[config.mk]
export PLATFORM = sky130hd
export DESIGN_NAME = emesh_stream_gen
export DESIGN_NICKNAME = d
export VERILOG_FILES = /design/src/rtl/emesh_stream_gen.sv
export SDC_FILE = /design/constraint.sdc
export NUM_CORES = 1
export LEC_CHECK = 0
export CAP_MARGIN = 5
export CELL_PAD_IN_SITES_DETAIL_PLACEMENT = 0
export CELL_PAD_IN_SITES_GLOBAL_PLACEMENT = 2
export CORE_UTILIZATION = 29
export DETAILED_ROUTE_END_ITERATION = 7
export PLACE_DENSITY = 0.8
export SKIP_LAST_GASP = 1
export SYNTH_ARGS = -nofsm -noshare
export SYNTH_HDL_FRONTEND = slang
export SYNTH_SLANG_ARGS = --single-unit
[constraint.sdc]
create_clock -name txo_lclk -period 3.1 [get_ports txo_lclk]
set_clock_uncertainty 0.1 [all_clocks]
set_input_delay 0.31 -clock txo_lclk [delete_from_list [all_inputs] [get_ports txo_lclk]]
set_output_delay 0.31 -clock txo_lclk [all_outputs]
set_load 0.02 [all_outputs]
[src/rtl/emesh_stream_gen.sv]
// emesh_stream_gen: programmable eMesh transaction source feeding ewrapper_link_txo.
//
// Issues a burst of cfg_count reads or writes. The destination address advances by
// (1 << datamode) per accepted transfer and the data follows a deterministic
// sequence starting at cfg_seed. The generator stalls on txo_emesh_wait and can
// insert cfg_gap idle cycles after each accepted transfer.
//
// Optional feature macro: EMESH_GEN_LFSR_EN
//   undefined: data increments by 1 per accepted transfer
//   defined:   data follows a 32-bit Galois LFSR (taps 32,22,2,1), seed 0 -> 1
//
// Ports:
//   txo_lclk, reset_n      clock, asynchronous active-low reset
//   start                  single-cycle pulse, latches cfg_* when idle
//   cfg_*                  burst configuration
//   txo_emesh_wait         back-pressure; holds the presented transfer
//   txo_emesh_*            registered eMesh transaction outputs
//   busy, done, sent_count burst status
module emesh_stream_gen #(
    parameter int unsigned AW = 32,
    parameter int unsigned CW = 16,
    parameter int unsigned GW = 8
) (
    input  logic          txo_lclk,
    input  logic          reset_n,
    input  logic          start,
    input  logic [CW-1:0] cfg_count,
    input  logic [GW-1:0] cfg_gap,
    input  logic          cfg_write,
    input  logic [1:0]    cfg_datamode,
    input  logic [3:0]    cfg_ctrlmode,
    input  logic [AW-1:0] cfg_dstaddr,
    input  logic [AW-1:0] cfg_srcaddr,
    input  logic [AW-1:0] cfg_seed,
    input  logic          txo_emesh_wait,
    output logic          txo_emesh_access,
    output logic          txo_emesh_write,
    output logic [1:0]    txo_emesh_datamode,
    output logic [3:0]    txo_emesh_ctrlmode,
    output logic [AW-1:0] txo_emesh_dstaddr,
    output logic [AW-1:0] txo_emesh_srcaddr,
    output logic [AW-1:0] txo_emesh_data,
    output logic          busy,
    output logic          done,
    output logic [CW-1:0] sent_count
);

    typedef enum logic [1:0] {StIdle, StSend, StGap, StFin} state_e;

    state_e        state_q;
    logic [CW-1:0] count_q;
    logic [GW-1:0] gap_q;
    logic [GW-1:0] gap_cnt_q;
    logic [AW-1:0] srcaddr_cfg_q;

`ifdef EMESH_GEN_LFSR_EN
    localparam logic [AW-1:0] LfsrTaps = AW'(32'h8020_0003);

    function automatic logic [AW-1:0] first_data(input logic [AW-1:0] seed);
        first_data = (seed == '0) ? AW'(1) : seed;
    endfunction

    function automatic logic [AW-1:0] next_data(input logic [AW-1:0] d);
        next_data = (d >> 1) ^ (d[0] ? LfsrTaps : '0);
    endfunction
`else
    function automatic logic [AW-1:0] first_data(input logic [AW-1:0] seed);
        first_data = seed;
    endfunction

    function automatic logic [AW-1:0] next_data(input logic [AW-1:0] d);
        next_data = d + AW'(1);
    endfunction
`endif

    logic [CW-1:0] sent_next;
    logic [AW-1:0] data_next;
    logic [AW-1:0] seed_data;
    logic          dword_wr;
    logic          cfg_dword_wr;

    always_comb begin
        sent_next    = sent_count + CW'(1);
        data_next    = next_data(txo_emesh_data);
        seed_data    = first_data(cfg_seed);
        dword_wr     = txo_emesh_write && (txo_emesh_datamode == 2'd3);
        cfg_dword_wr = cfg_write && (cfg_datamode == 2'd3);
    end

    // Single registered FSM: every output is a flop, so wait has no comb path out.
    always_ff @(posedge txo_lclk or negedge reset_n) begin
        if (!reset_n) begin
            state_q            <= StIdle;
            count_q            <= '0;
            gap_q              <= '0;
            gap_cnt_q          <= '0;
            srcaddr_cfg_q      <= '0;
            txo_emesh_access   <= 1'b0;
            txo_emesh_write    <= 1'b0;
            txo_emesh_datamode <= 2'd0;
            txo_emesh_ctrlmode <= 4'd0;
            txo_emesh_dstaddr  <= '0;
            txo_emesh_srcaddr  <= '0;
            txo_emesh_data     <= '0;
            busy               <= 1'b0;
            done               <= 1'b0;
            sent_count         <= '0;
        end else begin
            done <= 1'b0;
            unique case (state_q)
                StIdle: begin
                    if (start) begin
                        count_q            <= cfg_count;
                        gap_q              <= cfg_gap;
                        srcaddr_cfg_q      <= cfg_srcaddr;
                        txo_emesh_write    <= cfg_write;
                        txo_emesh_datamode <= cfg_datamode;
                        txo_emesh_ctrlmode <= cfg_ctrlmode;
                        txo_emesh_dstaddr  <= cfg_dstaddr;
                        txo_emesh_data     <= seed_data;
                        // DWORD writes carry the upper data word in srcaddr
                        txo_emesh_srcaddr  <= cfg_dword_wr ? ~seed_data : cfg_srcaddr;
                        sent_count         <= '0;
                        busy               <= 1'b1;
                        if (cfg_count == '0) begin
                            done    <= 1'b1;
                            state_q <= StFin;
                        end else begin
                            txo_emesh_access <= 1'b1;
                            state_q          <= StSend;
                        end
                    end
                end
                StSend: begin
                    if (!txo_emesh_wait) begin
                        sent_count        <= sent_next;
                        txo_emesh_dstaddr <= txo_emesh_dstaddr + (AW'(1) << txo_emesh_datamode);
                        txo_emesh_data    <= data_next;
                        txo_emesh_srcaddr <= dword_wr ? ~data_next : srcaddr_cfg_q;
                        if (sent_next == count_q) begin
                            txo_emesh_access <= 1'b0;
                            done             <= 1'b1;
                            state_q          <= StFin;
                        end else if (gap_q != '0) begin
                            txo_emesh_access <= 1'b0;
                            gap_cnt_q        <= gap_q;
                            state_q          <= StGap;
                        end
                    end
                end
                StGap: begin
                    // Leave on the last idle cycle so access rises after exactly gap_q idles
                    if (gap_cnt_q == GW'(1)) begin
                        txo_emesh_access <= 1'b1;
                        state_q          <= StSend;
                    end else begin
                        gap_cnt_q <= gap_cnt_q - GW'(1);
                    end
                end
                StFin: begin
                    busy    <= 1'b0;
                    state_q <= StIdle;
                end
                default: state_q <= StIdle;
            endcase
        end
    end

endmodule

==> metrics <==
worst hold path type=in -> reg; fin crit period=2.86 ns; period utilisation layout=0.921; Synth area leader=dfrtp_1; area grow syn2layout=35.0%; global-route wire length before repair=just over 60000 um; largest cells by area after synthesis=dfrtp_1, nand2_1, o21ai_0, a21oi_1, nor2_1; die height=196 um; Post-Syn Nets=1503; maximum clock path buffer count=2; Critical Path RT=approximately 3.4 ns; CTS Buf Count=17; top sig layer=met5; Hold Path Origin=cfg_ctrlmode[3]; First DRT Iteration DRCs=around 630; worst hold path depth=3; Die Span X=slightly below 200 um; Internal Pwr Total=0.00816 W; Worst setup SP type=flop; combinational share of power=0.533; Nets=1729; vias in the first global route=10.6k; vias=10.6k; asr flop ratio synth=1.00; CTS sink count=roughly 190; initial core utilization=0.296; Worst-path clk slew=0.07 ns; flops & latches, synth=~190; die footprint=38500 sq um; CP Launch Point=sent_count[1]; Switching Share=0.457; pwr/cell area=1020 nW/um^2; TNS Setup=0 ns; Switch Pwr=0.00686 W; area of the core=36900 sq um; Netlist cell types=73; drt first pass iters=5; Max Fclk=350 MHz; Total GRT Usage=0.207; synth cell count leaders=nand2_1, dfrtp_1, o21ai_0; Post-CTS Setup Bufs=0; # rows=70; grt total ovfl=0; Reg2Reg Depth=8; metal2 WL=18200 um; measured slew at the worst slew-check pin=0.955 ns; Worst setup EP type=flop; WL per Instance=18.8 um; RSZ-0062 raised after global routing=no; Most used DFF post-synth=dfrtp_1; Yosys warnings=0; Slew HR=0.364; Critical Path AT=3.12 ns; Max Cap Viol=0; Synth Area per Inst=8.02 sq um; Reg-to-Reg End=gap_cnt_q[1]; Setup-failing EPs final=0; CTS tree=yes; Post-synth EDFFs=0; CTS root buf=clkbuf_16; H-tree lvl count=4; share of power burned in registers=0.320; Met3 Wirelength=2560 um; post-synth top area share=0.430; cell area after synthesis=10900 sq um; share of cells above drive strength 1=0.0632; Antenna Nets Post-Route=0; I/O pin total=between 200 and 300; Post-route DRC=0; Routed WL=39600 um; CP max FO=10; worst r2r src=sent_count[1]; IO buf count=252; gp weighted congestion=0.884; hold worst-path end=txo_emesh_ctrlmode[3]; largest net degree at the start of global routing=100; power share of the clock group=0.147; DRT met1 WL=~18000 um; antenna violations before repair=2; outcome=completed; Peak VDD IR=0.480 mV; Final Hold Fails=0; Cells after Synth=1363; Vias/cell=just over 5; register area share after synthesis=0.430; Final Non-Filler Cells=2104; final max-slew violation count=0; WS Path Type=reg -> reg; Pleak=between 6 and 7 nW; top-count cell post-synth=nand2_1; Post-DP HPWL=27900 um; reg-to-reg slack, setup=0.24 ns; worst-skew pair later-pin latency=about 0.45 ns; DP Cell Count=2073
worst max-delay path, stage by stage (launching register included):
cell,delay (ns)
dfrtp_1,0.45
ha_1,0.34
xor2_1,0.17
a311oi_1,0.42
o2111ai_1,0.25
a2111oi_4,0.33
o2111ai_4,0.31
nand2_4,0.20
mux2i_1,0.21
state kept, by name, summed over array words and instances, names as in the netlist, 2 cells and up:
name	count
txo_emesh_ctrlmode	4
srcaddr_cfg_q	32
count_q	16
sent_count	16
txo_emesh_datamode	2
gap_cnt_q	8
gap_q	8
txo_emesh_data	32
state_q	2
txo_emesh_srcaddr	32
txo_emesh_dstaddr	32
cell usage in the layout (no fill, tap or decap), types with 4 or more instances in the layout:
cell             synthesis  routed
nand2_1                348     345
clkdlybuf4s50_1          0     251
dfrtp_1                188     188
o21ai_0                156     156
a21oi_1                 96      96
nor2_1                  85      83
nand3_1                 45      44
buf_4                    4      41
xnor2_1                 30      30
o211ai_1                26      26
and3_1                  25      25
o22ai_1                 24      24
inv_1                   21      21
xor2_1                  21      21
a31oi_1                 17      17
clkbuf_16                0      17
nor3_1                  16      16
nand4_1                 15      15
nor4_1                  15      15
a22oi_1                 13      13
a22o_1                   9       9
o22a_1                   9       9
o2bb2ai_1                8       8
ha_1                     8       8
and2_1                   7       6
buf_12                   0       6
nand2b_1                 6       5
nor2b_1                  5       5
nor4_4                   5       5
and4_1                   4       4
o2111ai_1                4       4
a211oi_1                 4       4
metal layers:
| layer | global-route usage | vias to the layer above |
|---|---|---|
| met5 | 0 | - |
| met4 | 0.0483 | 2 |
| met3 | 0.0593 | 32 |
| met2 | 0.329 | 275 |
| met1 | 0.278 | 5051 |
| li1 | - | 5249 |
cell families after synthesis:
| kind of cell | after synthesis | share of synthesized area |
|---|---|---|
| AND/OR/NAND/NOR | 595 | 0.247 |
| AO/OA/AOI/OAI | 401 | 0.224 |
| flip-flops | 188 | 0.430 |
| buffers and inverters | 114 | 0.0414 |
| XOR/XNOR | 52 | 0.0429 |
| adder cells (fa/ha/maj) | 9 | 0.0110 |
| multiplexers | 4 | 0.00378 |
layout make-up:
cell class	instances	area, sq um
Antenna cell	2	5.00
Clock buffer	21	460
Clock inverter	7	93.8
Fill cell	3799	22100
Inverter	21	78.8
Multi-Input combinational cell	1061	5820
Sequential cell	188	4700
Tap cell	504	631
Timing Repair Buffer	300	2960
power groups by stage:
stage / clock network, W / registers, W / logic (W)
5_1_grt: 0.00238 / 0.00498 / 0.00880
3_5_place_dp: 0 / 0.00482 / 0.00806
3_3_place_gp: 0 / 0.00480 / 0.00801
6_report: 0.00221 / 0.00480 / 0.00801
2_1_floorplan: 0 / 0.00530 / 0.00409
4_1_cts: 0.00229 / 0.00480 / 0.00809
worst max path at each step:
stage	to	slack, ns	cells after the start
finish	gap_cnt_q[1]	0.24	8
global route	gap_cnt_q[1]	0.008	8
global placement	txo_emesh_dstaddr[28]	0.33	12
CTS	gap_cnt_q[1]	0.25	8
detailed placement	txo_emesh_dstaddr[24]	0.25	12
floorplan	gap_cnt_q[3]	0.43	9
through the flow:
stage          hold slack, ns   util  setup slack [ns]  area [sq um]  power (W)
6_report                0.281  0.400             0.245         14800     0.0150
5_1_grt                 0.277  0.400           0.00802         14800     0.0162
4_1_cts                 0.250  0.400             0.251         14700     0.0152
3_5_place_dp            0.214  0.385             0.251         14200     0.0129
3_3_place_gp            0.222  0.385             0.330         14200     0.0128
2_1_floorplan         -0.0856      -             0.429         10900    0.00940
timing repair:
| action | CTS | global route |
|---|---|---|
| endpoints found under the setup margin | 0 | 1 |
| hold buffers | 1 | 0 |
| hold endpoints to repair | 48 | 0 |
| gates resized for setup | 0 | 1 |
(Power assumes the default switching activity.)
